==> src/rtl/rng_pkg.sv <==
// Shared definitions for the round-robin shared random generator.
package rng_pkg;

    // Arbiter FSM states
    typedef enum logic [1:0] {
        StIdle    = 2'd0,
        StStep    = 2'd1,
        StDeliver = 2'd2,
        StLoad    = 2'd3
    } rng_state_e;

    // Reset seed, also substituted whenever a zero seed is requested
    localparam logic [31:0] RNG_DEFAULT_SEED = 32'hECEBCAFE;

    // xorshift32 shift amounts
    localparam int unsigned XS_SHIFT_A = 13;
    localparam int unsigned XS_SHIFT_B = 17;
    localparam int unsigned XS_SHIFT_C = 5;

endpackage

==> src/rtl/xorshift32_step.sv <==
// One combinational xorshift32 step: x ^= x<<13; x ^= x>>17; x ^= x<<5.
module xorshift32_step
    import rng_pkg::*;
(
    input  logic [31:0] state_i,
    output logic [31:0] state_o
);

    logic [31:0] x_a;
    logic [31:0] x_b;

    // Three shift-xor stages applied in order
    always_comb begin
        x_a     = state_i ^ (state_i << XS_SHIFT_A);
        x_b     = x_a ^ (x_a >> XS_SHIFT_B);
        state_o = x_b ^ (x_b << XS_SHIFT_C);
    end

endmodule

==> src/rtl/rng_arbiter.sv <==
// Round-robin arbiter sharing one xorshift32 generator among N_REQ requesters.
// A draw is STEP (advance generator) then DELIVER (register ack/data); the
// registered ack and data appear in the IDLE cycle that follows DELIVER.
module rng_arbiter
    import rng_pkg::*;
#(
    parameter int unsigned N_REQ = 4,
    parameter logic [31:0] SEED  = RNG_DEFAULT_SEED
) (
    input  logic                     Clk,
    input  logic                     Reset_n,
    input  logic [N_REQ-1:0]         req,
    output logic [N_REQ-1:0]         ack,
    output logic [7:0]               rnd_data,
    output logic [$clog2(N_REQ)-1:0] grant_id,
    input  logic                     seed_load,
    input  logic [31:0]              seed_in,
    output logic                     busy,
    output logic [15:0]              draw_count
);

    localparam int unsigned     IdW    = $clog2(N_REQ);
    localparam logic [N_REQ-1:0] AckOne = N_REQ'(1);

    rng_state_e       fsm_q, fsm_d;
    logic [31:0]      rng_q, rng_d;
    logic [31:0]      rng_next;
    logic [IdW-1:0]   rr_ptr_q, rr_ptr_d;
    logic [IdW-1:0]   grant_q, grant_d;
    logic [N_REQ-1:0] ack_q, ack_d;
    logic [7:0]       rnd_q, rnd_d;
    logic             busy_q, busy_d;
    logic [15:0]      count_q, count_d;
    logic             seed_pend_q, seed_pend_d;
    logic [31:0]      seed_lat_q, seed_lat_d;

    logic             rr_found;
    logic [IdW-1:0]   rr_pick;
    logic [IdW-1:0]   rr_idx;

    xorshift32_step u_step (
        .state_i (rng_q),
        .state_o (rng_next)
    );

    // Round-robin search: first set req bit at or after rr_ptr, wrapping
    always_comb begin
        rr_found = 1'b0;
        rr_pick  = '0;
        rr_idx   = '0;
        for (int i = 0; i < int'(N_REQ); i++) begin
            rr_idx = IdW'((int'(rr_ptr_q) + i) % int'(N_REQ));
            if (!rr_found && req[rr_idx]) begin
                rr_found = 1'b1;
                rr_pick  = rr_idx;
            end
        end
    end

    // FSM state register
    always_ff @(posedge Clk or negedge Reset_n) begin
        if (!Reset_n) begin
            fsm_q <= StIdle;
        end else begin
            fsm_q <= fsm_d;
        end
    end

    // FSM next state; a pending reseed wins over draws
    always_comb begin
        fsm_d = fsm_q;
        case (fsm_q)
            StIdle: begin
                if (seed_pend_q) begin
                    fsm_d = StLoad;
                end else if (rr_found) begin
                    fsm_d = StStep;
                end
            end
            StStep:    fsm_d = StDeliver;
            StDeliver: fsm_d = StIdle;
            StLoad:    fsm_d = StIdle;
            default:   fsm_d = StIdle;
        endcase
    end

    // Datapath and registered-output next values decoded from the FSM
    always_comb begin
        rng_d       = rng_q;
        grant_d     = grant_q;
        rr_ptr_d    = rr_ptr_q;
        ack_d       = '0;
        rnd_d       = rnd_q;
        count_d     = count_q;
        busy_d      = (fsm_d != StIdle);
        seed_pend_d = seed_pend_q;
        seed_lat_d  = seed_lat_q;

        case (fsm_q)
            StIdle: begin
                if (!seed_pend_q && rr_found) begin
                    grant_d = rr_pick;
                end
            end
            StStep: begin
                rng_d = rng_next;
            end
            StDeliver: begin
                ack_d    = AckOne << grant_q;
                rnd_d    = rng_q[15:8];
                rr_ptr_d = (grant_q == IdW'(N_REQ - 1)) ? '0 : grant_q + IdW'(1);
                count_d  = (count_q == 16'hFFFF) ? count_q : count_q + 16'd1;
            end
            StLoad: begin
                // Zero is a fixed point of xorshift, so never load it
                rng_d       = (seed_lat_q == 32'd0) ? SEED : seed_lat_q;
                seed_pend_d = 1'b0;
            end
            default: ;
        endcase

        // A new pulse in any state (even LOAD) re-arms with the latest value
        if (seed_load) begin
            seed_pend_d = 1'b1;
            seed_lat_d  = seed_in;
        end
    end

    // Datapath and output registers
    always_ff @(posedge Clk or negedge Reset_n) begin
        if (!Reset_n) begin
            rng_q       <= SEED;
            grant_q     <= '0;
            rr_ptr_q    <= '0;
            ack_q       <= '0;
            rnd_q       <= '0;
            busy_q      <= 1'b0;
            count_q     <= '0;
            seed_pend_q <= 1'b0;
            seed_lat_q  <= '0;
        end else begin
            rng_q       <= rng_d;
            grant_q     <= grant_d;
            rr_ptr_q    <= rr_ptr_d;
            ack_q       <= ack_d;
            rnd_q       <= rnd_d;
            busy_q      <= busy_d;
            count_q     <= count_d;
            seed_pend_q <= seed_pend_d;
            seed_lat_q  <= seed_lat_d;
        end
    end

    assign ack        = ack_q;
    assign rnd_data   = rnd_q;
    assign grant_id   = grant_q;
    assign busy       = busy_q;
    assign draw_count = count_q;

endmodule

==> config.mk <==
export PLATFORM = sky130hd
export DESIGN_NAME = rng_arbiter
export DESIGN_NICKNAME = d
export VERILOG_FILES = /design/src/rtl/rng_pkg.sv /design/src/rtl/xorshift32_step.sv /design/src/rtl/rng_arbiter.sv
export SDC_FILE = /design/constraint.sdc
export NUM_CORES = 1
export LEC_CHECK = 0
export BUFFER_PORTS_ARGS = -buffer_cell sky130_fd_sc_hd__buf_2
export CAP_MARGIN = 0
export CORE_UTILIZATION = 55
export DETAILED_ROUTE_END_ITERATION = 12
export PLACE_DENSITY = 0.82
export SETUP_SLACK_MARGIN = 0.05
export SLEW_MARGIN = 10
export SYNTH_ARGS = -nofsm -noshare
export SYNTH_HDL_FRONTEND = slang
export SYNTH_SLANG_ARGS = --single-unit
==> constraint.sdc <==
create_clock -name Clk -period 1.9 [get_ports Clk]
set_input_delay 0.38 -clock Clk [delete_from_list [all_inputs] [get_ports Clk]]
set_output_delay 0.38 -clock Clk [all_outputs]
set_load 0.05 [all_outputs]
==> reports/metrics.cfg <==
[timing]
hold_viol_final = 0
finClkSkew_ns = 0.00940
setup_violations = 0
maxSlewViolCount = 0
tightest_slew_ns = 0.556
grt_setup_unrepaired = false
slew_headroom_pct = 63.0
finalCritPeriodShare_pct = 93.7
setup_tns_ns = 0
max_freq_ghz = 0.561
layout_min_cycle_time_ns = 1.78

[cells_and_area]
final_cell_mix = dfrtp_1, buf_2, nand2_1
fin_area_mm2 = 0.00612
n_antenna_cell = 0
mostFrequentLayoutCell = dfrtp_1
layout.nets = 596
area_growth_pct = 15.7
drive_gt1_share_pct = 32.9
final.fill_count = 758
final_util_pct = 66.0

[grt]
grt_pass1_vias = 4002
grt_usage_pct = 26.3
overflow = 0
grt_pass1_wl_mm = 20.1
antenna_found_initial = 0
grt_max_degree = 101

[setup_path]
worst-setup-path-type = reg2reg
rr_startpoint = seed_lat_q[7]$_DFFE_PN0P_
r2r_slack_ns = 0.12
arrival_ns = 2.09
crit_fanout = 21
end_kind = flip-flop
startpoint = seed_lat_q[7]$_DFFE_PN0P_
start_kind = flip-flop
required_ns = 2.21

[drt]
antenna_left = 0
vias_per_cell = 5.82
finalWirelength_mm = 12.3
num_vias = 3994
dr.pass1.iters = 5
wire_per_inst_um = 17.9
drc_errors = 0
first_iter_violations = 255

[clocking]
cts_tree = done
path_clk_slew_ns = 0.10
insertion_delay_ns = 0.37
clk_path_buf_depth = 2
numCtsBuffers = 9
cts_setup_buffers = 0
htreeDepth = 3
clkSinkCount = 100
clock-root-buffer = clkbuf_8

[placement]
placed_cell_area_mm2 = 0.00590
gp_congestion = 0.929
dpl.hpwl_mm = 8.72
portBuffers = 69

[synthesis]
netlist_area_mm2 = 0.00529
synth_cell_types = 56
yosys_warnings = 0
synth_top_area_share_pct = 36.9
ys_ff_latch = 100
synth.yosys.seq_area_share_pct = 47.8
async_flop_share_pct = 100
avgSynthCellArea_um2 = 11.1
synth.area.top_cells = dfrtp_1, dfstp_2, mux2_2, xnor2_1, nand2_1
synthFlopType = dfrtp_1
yosysTopAreaCell = dfrtp_1
synth_cells = 479
synth_nets = 523
synth_enable_flop_cells = 0

[die]
io-pin-count = 70
die_area_mm2 = 0.0100
fp.dieW_um = 100
dieHeight_um = 100
core_area_mm2 = 0.00928
start_util_pct = 57.0
rows = 35

[power_and_ir_drop]
vdd_drop_max_uv = 795
p_per_area_mw_per_mm2 = 1960
power.total_mw = 12.0
power.leakage_nw = 2.72

[hold_path]
hold_class = in2async

[run_status]
status = complete, no violations

[job]
cap_violations = 0

==> cells in the mapped netlist (7+ instances only) <==
library cell,count
a211oi_1,19
xor2_1,14
nor2_1,21
a21oi_1,12
o221ai_1,7
inv_1,7
nand3_1,11
mux2_2,33
xnor2_1,37
nor3_1,9
nand2_1,42
mux2i_1,10
o2bb2ai_1,12
clkbuf_1,18
and3_1,9
o21ai_0,25
buf_2,11
dfrtp_1,78
nor4_1,8
dfstp_2,22
==> worst max-delay path, cell delays in order (launching register included) <==
cell and delay (ns):
dfrtp_1 0.44, nor4_2 0.40, and4_1 0.24, buf_4 0.25, a21o_1 0.20, o221a_2 0.20
==> kinds of logic after synthesis <==
logic type      share of synthesized area (%)
simple gates                             11.8
compound gates                           13.5
flops                                    47.8
xor+xnor                                 13.6
mux                                      8.91
buf+inv                                  3.12
fa+ha+maj                                1.18
==> repair_timing <==
item,CTS,global route
hold buffers,0,0
gates resized for setup,0,2
endpoints found under the setup margin,0,12
==> routing by layer <==
layer / GRT usage [%] / part of all wire (%) / wire [um] / up-vias
met3: 4.67 / 5.3 / 650 / 21
met5: 0 / 0 / 0 / -
met4: 9.36 / 2.2 / 276 / 0
met1: 35.1 / 45 / 5500 / 1954
li1: - / - / - / 1872
met2: 43.6 / 48 / 5840 / 147
==> layout make-up <==
cell class	instances	area [um2]	area share (%)
sequential	100	2540	41.4
multi-input combinational	339	2610	42.5
tap	129	161	2.64
clock buffer	12	165	2.70
clock inverter	4	56.3	0.919
inverter	9	33.8	0.552
timing repair buffer	93	566	9.23
==> sequential cells by signal (all words and copies together) (netlist names) <==
register     cells
fsm_q            2
busy             1
draw_count      16
grant_id         2
seed_pend_q      1
rnd_data         8
rng_q           32
rr_ptr_q         2
ack              4
seed_lat_q      32
==> worst paths after layout <==
check,to,cells after the start
max in group asynchronous,fsm_q[1]$_DFF_PN0_,2
min reg2reg,rnd_data[6]$_DFFE_PN0P_,2
max reg2reg,rng_q[11]$_DFFE_PN1P_,5
max,rng_q[11]$_DFFE_PN1P_,5
min in group Clk,seed_lat_q[0]$_DFFE_PN0P_,2
min,draw_count[8]$_DFFE_PN0P_,2
==> where the power goes <==
part           switching, mW  leakage [nW]  internal [mW]
Clock                  0.747         0.113          0.724
Sequential             0.890          1.18           3.02
Combinational           3.47          1.43           3.15
Total                   5.11          2.72           6.89
==> stage by stage <==
| stage | setup WS (ns) | hold WS (ns) | instances |
|---|---|---|---|
| 2_1_floorplan | 0.0533 | 0.0844 | 479 |
| 3_3_place_gp | 0.184 | 0.455 | 670 |
| 3_5_place_dp | 0.133 | 0.470 | 670 |
| 4_1_cts | 0.0937 | 0.0815 | 686 |
| 5_1_grt | 0.0503 | 0.0953 | 686 |
| 6_report | 0.119 | 0.0241 | 686 |
No activity file was read; power rests on OpenSTA's default activity.
